--- config.mk ---
export PLATFORM = sky130hd
export DESIGN_NAME = sha2_block_engine
export DESIGN_NICKNAME = d
export VERILOG_FILES = /design/src/rtl/sha2_block_engine.sv
export SDC_FILE = /design/constraint.sdc
export NUM_CORES = 2
export LEC_CHECK = 0
export CAP_MARGIN = 40
export CORE_MARGIN = 5
export CORE_UTILIZATION = 59
export DETAILED_ROUTE_END_ITERATION = 8
export PLACE_DENSITY_LB_ADDON = 0.3
export SLEW_MARGIN = 20
export SYNTH_ARGS = -nofsm -noshare
export SYNTH_HDL_FRONTEND = slang
export SYNTH_SLANG_ARGS = --single-unit
--- constraint.sdc ---
create_clock -name clk -period 13.3 [get_ports clk]
set_clock_uncertainty 0.2 [all_clocks]
set_input_delay 2.66 -clock clk [delete_from_list [all_inputs] [get_ports clk]]
set_output_delay 2.66 -clock clk [all_outputs]
set_load 0.02 [all_outputs]
--- src/rtl/sha2_block_engine.sv ---
`timescale 1ns / 1ps
`default_nettype none
// +--------------------------------------------------------------------------+
// | Module      : sha2_block_engine                                          |
// | Description : Multi-block SHA-256 / SHA-224 compression engine for the   |
// |               Hash160 datapath. Accepts pre-padded 512-bit blocks over a |
// |               valid/ready handshake, runs RPC rounds per clock and keeps |
// |               the chaining value internally so long messages stream in  |
// |               block by block. Sits between the message padder and the   |
// |               RIPEMD-160 stage.                                          |
// |                                                                          |
// | Parameters  : RPC   - rounds per clock, 1/2/4/8                          |
// |               CNT_W - round counter width, must hold 64                  |
// |                                                                          |
// | Ports       : clk, rst      - clock (rising edge), sync active-high reset|
// |               in_valid/in_ready   - block input handshake                |
// |               in_block      - 512-bit block, W0 at [511:480]             |
// |               in_first      - block starts a new message (chain from IV) |
// |               in_mode       - 0 = SHA-256, 1 = SHA-224 (with in_first)   |
// |               out_valid/out_ready - digest output handshake              |
// |               digest        - H0..H7, H0 at [255:224]; [31:0]=0 in 224   |
// |               busy          - rounds are being computed                  |
// |               iv_in         - external SHA-256 IV (SHA2_EXT_IV_EN only)  |
// |                                                                          |
// | Options     : define SHA2_EXT_IV_EN to add iv_in, which replaces the     |
// |               SHA-256 constant IV on a first block (midstate resume).    |
// |                                                                          |
// | Revision    : 1.0 - initial release                                      |
// +--------------------------------------------------------------------------+
module sha2_block_engine #(
    parameter int RPC   = 1,
    parameter int CNT_W = 7
) (
    input  logic         clk,
    input  logic         rst,
    input  logic         in_valid,
    output logic         in_ready,
    input  logic [511:0] in_block,
    input  logic         in_first,
    input  logic         in_mode,
`ifdef SHA2_EXT_IV_EN
    input  logic [255:0] iv_in,
`endif
    output logic         out_valid,
    input  logic         out_ready,
    output logic [255:0] digest,
    output logic         busy
);

    // ------------------------------------------------------------------
    // Elaboration-time parameter checks
    // ------------------------------------------------------------------
    if (!(RPC == 1 || RPC == 2 || RPC == 4 || RPC == 8)) begin : g_bad_rpc
        $error("sha2_block_engine: RPC must be 1, 2, 4 or 8");
    end
    if (CNT_W < 7) begin : g_bad_cnt_w
        $error("sha2_block_engine: CNT_W must be at least 7 to hold 64");
    end

    // ------------------------------------------------------------------
    // Constants
    // ------------------------------------------------------------------
    localparam logic [255:0] c_IV256 = {
        32'h6a09e667, 32'hbb67ae85, 32'h3c6ef372, 32'ha54ff53a,
        32'h510e527f, 32'h9b05688c, 32'h1f83d9ab, 32'h5be0cd19};
    localparam logic [255:0] c_IV224 = {
        32'hc1059ed8, 32'h367cd507, 32'h3070dd17, 32'hf70e5939,
        32'hffc00b31, 32'h68581511, 32'h64f98fa7, 32'hbefa4fa4};

    localparam logic [31:0] c_K [0:63] = '{
        32'h428a2f98, 32'h71374491, 32'hb5c0fbcf, 32'he9b5dba5,
        32'h3956c25b, 32'h59f111f1, 32'h923f82a4, 32'hab1c5ed5,
        32'hd807aa98, 32'h12835b01, 32'h243185be, 32'h550c7dc3,
        32'h72be5d74, 32'h80deb1fe, 32'h9bdc06a7, 32'hc19bf174,
        32'he49b69c1, 32'hefbe4786, 32'h0fc19dc6, 32'h240ca1cc,
        32'h2de92c6f, 32'h4a7484aa, 32'h5cb0a9dc, 32'h76f988da,
        32'h983e5152, 32'ha831c66d, 32'hb00327c8, 32'hbf597fc7,
        32'hc6e00bf3, 32'hd5a79147, 32'h06ca6351, 32'h14292967,
        32'h27b70a85, 32'h2e1b2138, 32'h4d2c6dfc, 32'h53380d13,
        32'h650a7354, 32'h766a0abb, 32'h81c2c92e, 32'h92722c85,
        32'ha2bfe8a1, 32'ha81a664b, 32'hc24b8b70, 32'hc76c51a3,
        32'hd192e819, 32'hd6990624, 32'hf40e3585, 32'h106aa070,
        32'h19a4c116, 32'h1e376c08, 32'h2748774c, 32'h34b0bcb5,
        32'h391c0cb3, 32'h4ed8aa4a, 32'h5b9cca4f, 32'h682e6ff3,
        32'h748f82ee, 32'h78a5636f, 32'h84c87814, 32'h8cc70208,
        32'h90befffa, 32'ha4506ceb, 32'hbef9a3f7, 32'hc67178f2};

    typedef enum logic [1:0] {
        S_IDLE  = 2'd0,
        S_ROUND = 2'd1,
        S_DONE  = 2'd2
    } state_t;

    // ------------------------------------------------------------------
    // SHA-2 primitive functions (all arithmetic wraps at 32 bits)
    // ------------------------------------------------------------------
    function automatic logic [31:0] f_rotr(input logic [31:0] x, input int n);
        return (x >> n) | (x << (32 - n));
    endfunction

    function automatic logic [31:0] f_bsig0(input logic [31:0] x);
        return f_rotr(x, 2) ^ f_rotr(x, 13) ^ f_rotr(x, 22);
    endfunction

    function automatic logic [31:0] f_bsig1(input logic [31:0] x);
        return f_rotr(x, 6) ^ f_rotr(x, 11) ^ f_rotr(x, 25);
    endfunction

    function automatic logic [31:0] f_ssig0(input logic [31:0] x);
        return f_rotr(x, 7) ^ f_rotr(x, 18) ^ (x >> 3);
    endfunction

    function automatic logic [31:0] f_ssig1(input logic [31:0] x);
        return f_rotr(x, 17) ^ f_rotr(x, 19) ^ (x >> 10);
    endfunction

    // One compression round on the packed working state {a,b,c,d,e,f,g,h}.
    function automatic logic [255:0] f_round(input logic [255:0] s,
                                             input logic [31:0]  k,
                                             input logic [31:0]  w);
        logic [31:0] a, b, c, d, e, f, g, h, t1, t2;
        {a, b, c, d, e, f, g, h} = s;
        t1 = h + f_bsig1(e) + ((e & f) ^ (~e & g)) + k + w;
        t2 = f_bsig0(a) + ((a & b) ^ (a & c) ^ (b & c));
        return {t1 + t2, a, b, c, d + t1, e, f, g};
    endfunction

    // ------------------------------------------------------------------
    // Registers
    // ------------------------------------------------------------------
    state_t             r_state_q,     w_state_d;
    logic               r_in_ready_q,  w_in_ready_d;
    logic               r_out_valid_q, w_out_valid_d;
    logic               r_busy_q,      w_busy_d;
    logic               r_mode_q,      w_mode_d;
    logic [CNT_W-1:0]   r_cnt_q,       w_cnt_d;
    logic [511:0]       r_sched_q,     w_sched_d;   // W[t] .. W[t+15], W[t] at MSB
    logic [255:0]       r_work_q,      w_work_d;    // a..h
    logic [255:0]       r_chain_q,     w_chain_d;   // IV or previous digest
    logic [255:0]       r_digest_q,    w_digest_d;

    // ------------------------------------------------------------------
    // Round datapath
    // ------------------------------------------------------------------
    logic [31:0]        w_ext [0:15+RPC];   // window plus RPC new schedule words
    logic [255:0]       w_st  [0:RPC];      // working state after each round
    logic [5:0]         w_kidx;
    logic [511:0]       w_sched_next;
    logic [255:0]       w_sum;
    logic [CNT_W-1:0]   w_cnt_step;
    logic [255:0]       w_iv;

    always_comb begin
        w_kidx       = '0;
        w_sched_next = '0;
        w_sum        = '0;

        for (int k = 0; k < 16; k++) begin
            w_ext[k] = r_sched_q[511 - 32*k -: 32];
        end
        // New words depend on earlier new words when RPC > 2, so they are
        // computed in order within this block.
        for (int j = 0; j < RPC; j++) begin
            w_ext[16+j] = f_ssig1(w_ext[14+j]) + w_ext[9+j]
                        + f_ssig0(w_ext[1+j]) + w_ext[j];
        end

        w_st[0] = r_work_q;
        for (int i = 0; i < RPC; i++) begin
            // The counter is a multiple of RPC below 64 during rounds, so the
            // 6-bit index never wraps while the result is used.
            w_kidx    = r_cnt_q[5:0] + 6'(i);
            w_st[i+1] = f_round(w_st[i], c_K[w_kidx], w_ext[i]);
        end

        for (int k = 0; k < 16; k++) begin
            w_sched_next[511 - 32*k -: 32] = w_ext[k + RPC];
        end

        for (int k = 0; k < 8; k++) begin
            w_sum[255 - 32*k -: 32] = r_chain_q[255 - 32*k -: 32]
                                    + w_st[RPC][255 - 32*k -: 32];
        end
    end

`ifdef SHA2_EXT_IV_EN
    assign w_iv = in_mode ? c_IV224 : iv_in;
`else
    assign w_iv = in_mode ? c_IV224 : c_IV256;
`endif

    // ------------------------------------------------------------------
    // Control
    // ------------------------------------------------------------------
    always_comb begin
        w_state_d     = r_state_q;
        w_in_ready_d  = r_in_ready_q;
        w_out_valid_d = r_out_valid_q;
        w_busy_d      = r_busy_q;
        w_mode_d      = r_mode_q;
        w_cnt_d       = r_cnt_q;
        w_sched_d     = r_sched_q;
        w_work_d      = r_work_q;
        w_chain_d     = r_chain_q;
        w_digest_d    = r_digest_q;
        w_cnt_step    = r_cnt_q + CNT_W'(RPC);

        case (r_state_q)
            S_IDLE: begin
                if (in_valid) begin
                    w_sched_d    = in_block;
                    w_cnt_d      = '0;
                    w_state_d    = S_ROUND;
                    w_in_ready_d = 1'b0;
                    w_busy_d     = 1'b1;
                    if (in_first) begin
                        w_mode_d  = in_mode;
                        w_work_d  = w_iv;
                        w_chain_d = w_iv;
                    end else begin
                        w_work_d  = r_digest_q;
                        w_chain_d = r_digest_q;
                    end
                end
            end
            S_ROUND: begin
                w_sched_d = w_sched_next;
                w_work_d  = w_st[RPC];
                w_cnt_d   = w_cnt_step;
                if (w_cnt_step == CNT_W'(64)) begin
                    w_state_d     = S_DONE;
                    w_digest_d    = w_sum;
                    w_busy_d      = 1'b0;
                    w_out_valid_d = 1'b1;
                end
            end
            S_DONE: begin
                if (out_ready) begin
                    w_state_d     = S_IDLE;
                    w_out_valid_d = 1'b0;
                    w_in_ready_d  = 1'b1;
                end
            end
            default: begin
                w_state_d     = S_IDLE;
                w_in_ready_d  = 1'b1;
                w_out_valid_d = 1'b0;
                w_busy_d      = 1'b0;
            end
        endcase
    end

    always_ff @(posedge clk) begin
        if (rst) begin
            r_state_q     <= S_IDLE;
            r_in_ready_q  <= 1'b1;
            r_out_valid_q <= 1'b0;
            r_busy_q      <= 1'b0;
            r_mode_q      <= 1'b0;
            r_cnt_q       <= '0;
            r_sched_q     <= '0;
            r_work_q      <= '0;
            r_chain_q     <= '0;
            r_digest_q    <= '0;
        end else begin
            r_state_q     <= w_state_d;
            r_in_ready_q  <= w_in_ready_d;
            r_out_valid_q <= w_out_valid_d;
            r_busy_q      <= w_busy_d;
            r_mode_q      <= w_mode_d;
            r_cnt_q       <= w_cnt_d;
            r_sched_q     <= w_sched_d;
            r_work_q      <= w_work_d;
            r_chain_q     <= w_chain_d;
            r_digest_q    <= w_digest_d;
        end
    end

    // ------------------------------------------------------------------
    // Outputs
    // ------------------------------------------------------------------
    assign in_ready  = r_in_ready_q;
    assign out_valid = r_out_valid_q;
    assign busy      = r_busy_q;
    // SHA-224 exposes only H0..H6; the full H7 is still kept for chaining.
    assign digest    = r_mode_q ? {r_digest_q[255:32], 32'h0} : r_digest_q;

endmodule
`default_nettype wire

# After elaboration in Yosys (flattened, before gate mapping)

Memories as Yosys holds them, arrays and structs flattened.
Index checks and enable logic that the tools add are counted.
Widths: inputs -> output; s select.

Multiplexer cells: 24
Multiply operators: 0
Shift operators: 0
Magnitude comparators: 1
Reduce and logical (&&, ||, !) cells: 10
Eq/ne operators: 6
Bitwise gates (word level): 31
$add $sub $neg: 19
Divide/modulo/power cells: 0

Operators by type and width:

| cell             | count |
|---|---|
| $pmux 512 s2     | 1 |
| $mux 256         | 3 |
| $add 32x32->32   | 18 |
| $mux 512         | 1 |
| $pmux 256 s2     | 1 |
| $xor 32x32->32   | 9 |
| $and 32x32->32   | 5 |
| $mux 32          | 3 |
| $not 32->32      | 1 |
| $or 10x32->32    | 1 |
| $or 13x32->32    | 1 |
| $or 14x32->32    | 1 |
| $or 15x32->32    | 1 |
| $or 19x32->32    | 1 |
| $or 21x32->32    | 1 |
| $or 25x32->32    | 1 |
| $or 26x32->32    | 1 |
| $or 30x32->32    | 1 |
| $or 7x32->32     | 1 |
| $xor 32x22->32   | 1 |
| $xor 32x29->32   | 1 |
| $reduce_and 3->1 | 5 |
| $pmux 7 s2       | 1 |
| $pmux 1 s3       | 3 |
| 15 further kinds | 28 |

Latch bits: 0
Output and inout port bits: 259
Register bits: 1293
ROM bits: 2048
Logic and storage cells: 102
Memory bits (writable): 0
Memories: 1
Input port bits: 518

Memory list:

| memory           | depth | bits a word | read ports | clocked after Yosys merged registers in | wr ports | RTL line | source |
|---|---|---|---|---|---|---|---|
| (name not given) | 64    | 32          | 1          | 0                                       | 0        | 173      | `w_st[i+1] = f_round(w_st[i], c_K[w_kidx], w_ext[i]);` |

# Depth between registers and ports, before layout

Depth in word-level cells: 9
Depth in mapped cells: 51

# Least setup slack after synthesis

OpenSTA, ideal clock, no wires.

Path kind: register to register
Start: register r_cnt_q[1]
End: register r_digest_q[255]
Cell stages (with the launch flop): 44
Path buffers: 2
Period minus slack after synthesis: 10.025 ns
Data required time: 12.984 ns
Arrival: 9.709 ns
Setup slack: 3.275 ns
Cells stage by stage: dfxtp_1 > clkbuf_1 > inv_1 > ha_1 > clkbuf_1 > nor2b_1 > o31ai_1 > mux4_2 > fa_1 > fa_1 > inv_1 > fa_1 > ha_1 > fa_1 > a211oi_2 > o21ai_2 > a21o_2 > a21oi_1 > [... 8 more ...] > a221o_1 > o21ai_0 > nand2b_1 > a21oi_1 > xnor2_1 > ha_1 > a21o_1 > a21o_1 > a31oi_1 > a21oi_1 > or3_1 > a31o_1 > a31oi_1 > o21ai_0 > a21oi_1 > o21ai_1 > xnor2_1 > o21ai_1

Cells in the longest elaborated chain, start to end: 8

Ends and longest elaborated chain:

| element                                    | RTL line | source |
|---|---|---|
| start: declaration                         | 136      | `logic [CNT_W-1:0] r_cnt_q, w_cnt_d;` |
| start signal: assignment                   | 271      | `r_cnt_q <= w_cnt_d;` |
| $not 6->7 (implied by the code)            | 173      |  |
| $mem_v2 64x32                              | n/a      |  |
| $mux 32 (implied by the code) (2 in a row) | 173      |  |
| $add 32x32->32 (2 in a row)                | 123      | `t1 = h + f_bsig1(e) + ((e & f) ^ (~e & g)) + k + w;` |
| $add 32x32->32                             | 125      | `return {t1 + t2, a, b, c, d + t1, e, f, g};` |
| $add 32x32->32                             | 182      | `+ w_st[RPC][255 - 32*k -: 32];` |
| end signal: assignment                     | 275      | `r_digest_q <= w_digest_d;` |
| end: declaration                           | 140      | `logic [255:0] r_digest_q, w_digest_d;` |

Several ways; a longest one is shown, not always the timed one. The select of a mux whose other input is x is not followed.
A chain may end at the register's enable or synchronous reset.

# Final worst setup path

Same ends and word-level chain as after synthesis.

==> metrics.md <==
| Metric | Value |
|---|---|
| Status | finished, violations left |
| Failing checks | DRC |
| Least-Margin Pin Slew | between 1 and 1.5 ns |
| Gpl congestion | a little over 1 |
| Unrepaired setup endpoints after global routing | no |
| Nets | ~12000 |
| Syn_nets | ~11000 |
| Clk buf depth | 3 |
| Vias in the first global route | between 70000 and 80000 |
| Pre-CTS WS | approximately 1.7 ns |
| Final setup fails | 0 |
| H-tree depth | 4 |
| # IOs | around 780 |
| Die Ht | roughly 380 µm |
| Post-DP Area | about 0.086 mm² |
| Area Growth Syn to Fin | 15.2% |
| Clk root buf | clkbuf_16 |
| DP HPWL | between 200000 and 300000 µm |
| Count leader, synth | nand2_1 |
| # rows | between 100 and 150 |
| Synth top cells by count | nand2_1 (1823), nor2_1 (1311), dfxtp_1 (1293), a21oi_1 (828), clkbuf_1 (705) |
| Layout cell share with drive strength beyond 1 | under 10% |
| Die area | ~0.14 mm² |
| Worst r2r src | r_cnt_q[1] |
| Hold path start | r_digest_q[217] |
| Warnings, synthesis | 0 |
| Die width | 378 µm |
| First-pass GRT wire length | roughly 490000 µm |
| Core Region | 0.135 mm² |
| Synth async-reset ratio | 0% |
| Clk Latency, worst-skew pair | 0.80 ns |
| Pre-Repair DR Iteration Count | 9 |
| Cells after synthesis | roughly 10000 |
| CP required | 13.77 ns |
| Largest area contributor in the netlist | dfxtp_1 |
| Critical Path Start | r_cnt_q[1] |
| Post-route ant nets | 0 |
| CTS Buf Count | about 140 |
| Avg Inst Size Synth | approximately 7.7 µm² |
| Clk sinks | ~1300 |
| Slowest CP cell | dfxtp_1 |
| IO buf count | 776 |
| Wire per inst | 27.3 µm |
| Fin area | slightly above 0.09 mm² |
| Post-synth cell types | between 100 and 150 |
| Post-synthesis sequential area ratio | 32.5% |
| DR iter-0 viols | ~11000 |
| Post-synth top flop | dfxtp_1 |
| Fin. max-slew vios | 0 |
| Mapped Area | approximately 0.08 mm² |
| Tmin final | ~12 ns |
| Reg clk slew, reported paths | 0.06 ns |
| Min setup slack post-route | about 1.5 ns |
| Endpoint class of the critical path | register |
| Critical Path Most Common Cell | a21oi_1 |
| Post-synth top area share | about a third |
| TNS Setup | 0 ns |
| Initial core utilization | 59.1% |
| Final Cycle Share | about nine tenths |
| Critical Path Source Type | register |
| Global Route Usage Sum | 45.3% |
| DRC | 1 |
| Final WL | approximately 340000 µm |
| CP max stage delay | 0.72 ns |
| Rel. slew slack | between 10% and 20% |
| Cts repair resizes | 0 |
| Hold Buf Count CTS | 0 |
| Max Cap Viol | 0 |
| Fin cells | 12400 |
| Post-synth EDFFs | 0 |
| Fmax | roughly 85 MHz |
| Antenna violations before repair | roughly 50 |
| Via count | around 80000 |
| Largest net degree at the start of global routing | between 200 and 300 |
| Setup bufs post-CTS | 0 |
| Flops & latches, synth | around 1300 |
| Arr. time, crit path | 12.30 ns |
| Post-Place Cells | 12100 |
| CTS tree | yes |
| Global route overflow | 0 |
| Crit Path Category | register to register |
| Final Hold Fails | 0 |
| Vias/cell | 6.50 |
| Synth area leaders | dfxtp_1 (32%), nand2_1 (8.6%), nor2_1 (6.2%) |
| Crit path max fanout | 16 |
| HP Class | register to register |
[worst paths after layout]
check,to,slack (ns),cells after the start
worst min-delay path,r_digest_q[217],0.27,2
worst min register to register,r_digest_q[217],0.27,2
worst max register to register,r_digest_q[255],1.48,47
worst max-delay path,r_digest_q[255],1.48,47
[cell usage in the layout, fill, tap and decap left out, types with 112 or more instances in the layout]
master	count
xor2_1	201
a311oi_1	507
or3_1	112
clkdlybuf4s50_1	775
fa_1	195
nand2_1	1818
ha_1	393
clkbuf_16	145
inv_1	418
xnor2_1	362
dfxtp_1	1289
a21o_1	206
nor3_1	343
o21ai_0	251
nor2_1	1307
a21oi_1	828
[registers in the layout, summed over array words and instances (netlist names)]
name,flops
r_state_q,2
r_mode_q,1
r_digest_q,256
in_ready,1
r_sched_q,512
r_chain_q,256
r_work_q,256
r_cnt_q,7
busy,1
out_valid,1
[critical path, delay by kind of cell, from the launching register on]
kind / cells / cell delay [ns]
and+or+nand+nor: 9 / 1.63
xor gates and xnor gates: 3 / 0.58
AOI/OAI and AO/OA: 23 / 4.55
DFF: 1 / 0.72
adders and majority gates: 8 / 3.46
buffers and inverters: 4 / 0.59
[layout make-up]
class,count,area (µm²)
clock inverter,57,913
multi-input combinational,7673,47700
tap,1781,2230
timing repair buffer,904,9250
sequential,1293,25900
clock buffer,197,4160
inverter,424,1590
fill,11100,43100
antenna,45,113
[per-stage QoR]
stage	util, %	hold WS [ns]
floorplan	-	0.239
global placement	63.8	0.248
detailed placement	64.1	0.252
CTS	67.8	0.262
global route	68.1	0.275
finish	68.1	0.265
[routing by layer]
metal	vias up	GRT usage (%)	wire length, µm
met5	-	0	115
met4	18	32.2	28900
met3	1250	12.2	41100
met2	5436	67.4	143000
met1	38100	56.7	124000
li1	35700	-	-
[cell families after synthesis]
kind of cell | synth area share, %
AO/OA/AOI/OAI | 20.7
multiplexers | 0.557
adder cells (fa/ha/maj) | 11.1
buffers and inverters | 7.82
flip-flops | 32.5
XOR/XNOR | 6.23
AND/OR/NAND/NOR | 21.1
Power is not shown: default switching activity piles up to over one toggle a cycle in this logic, so the estimate is an artifact.
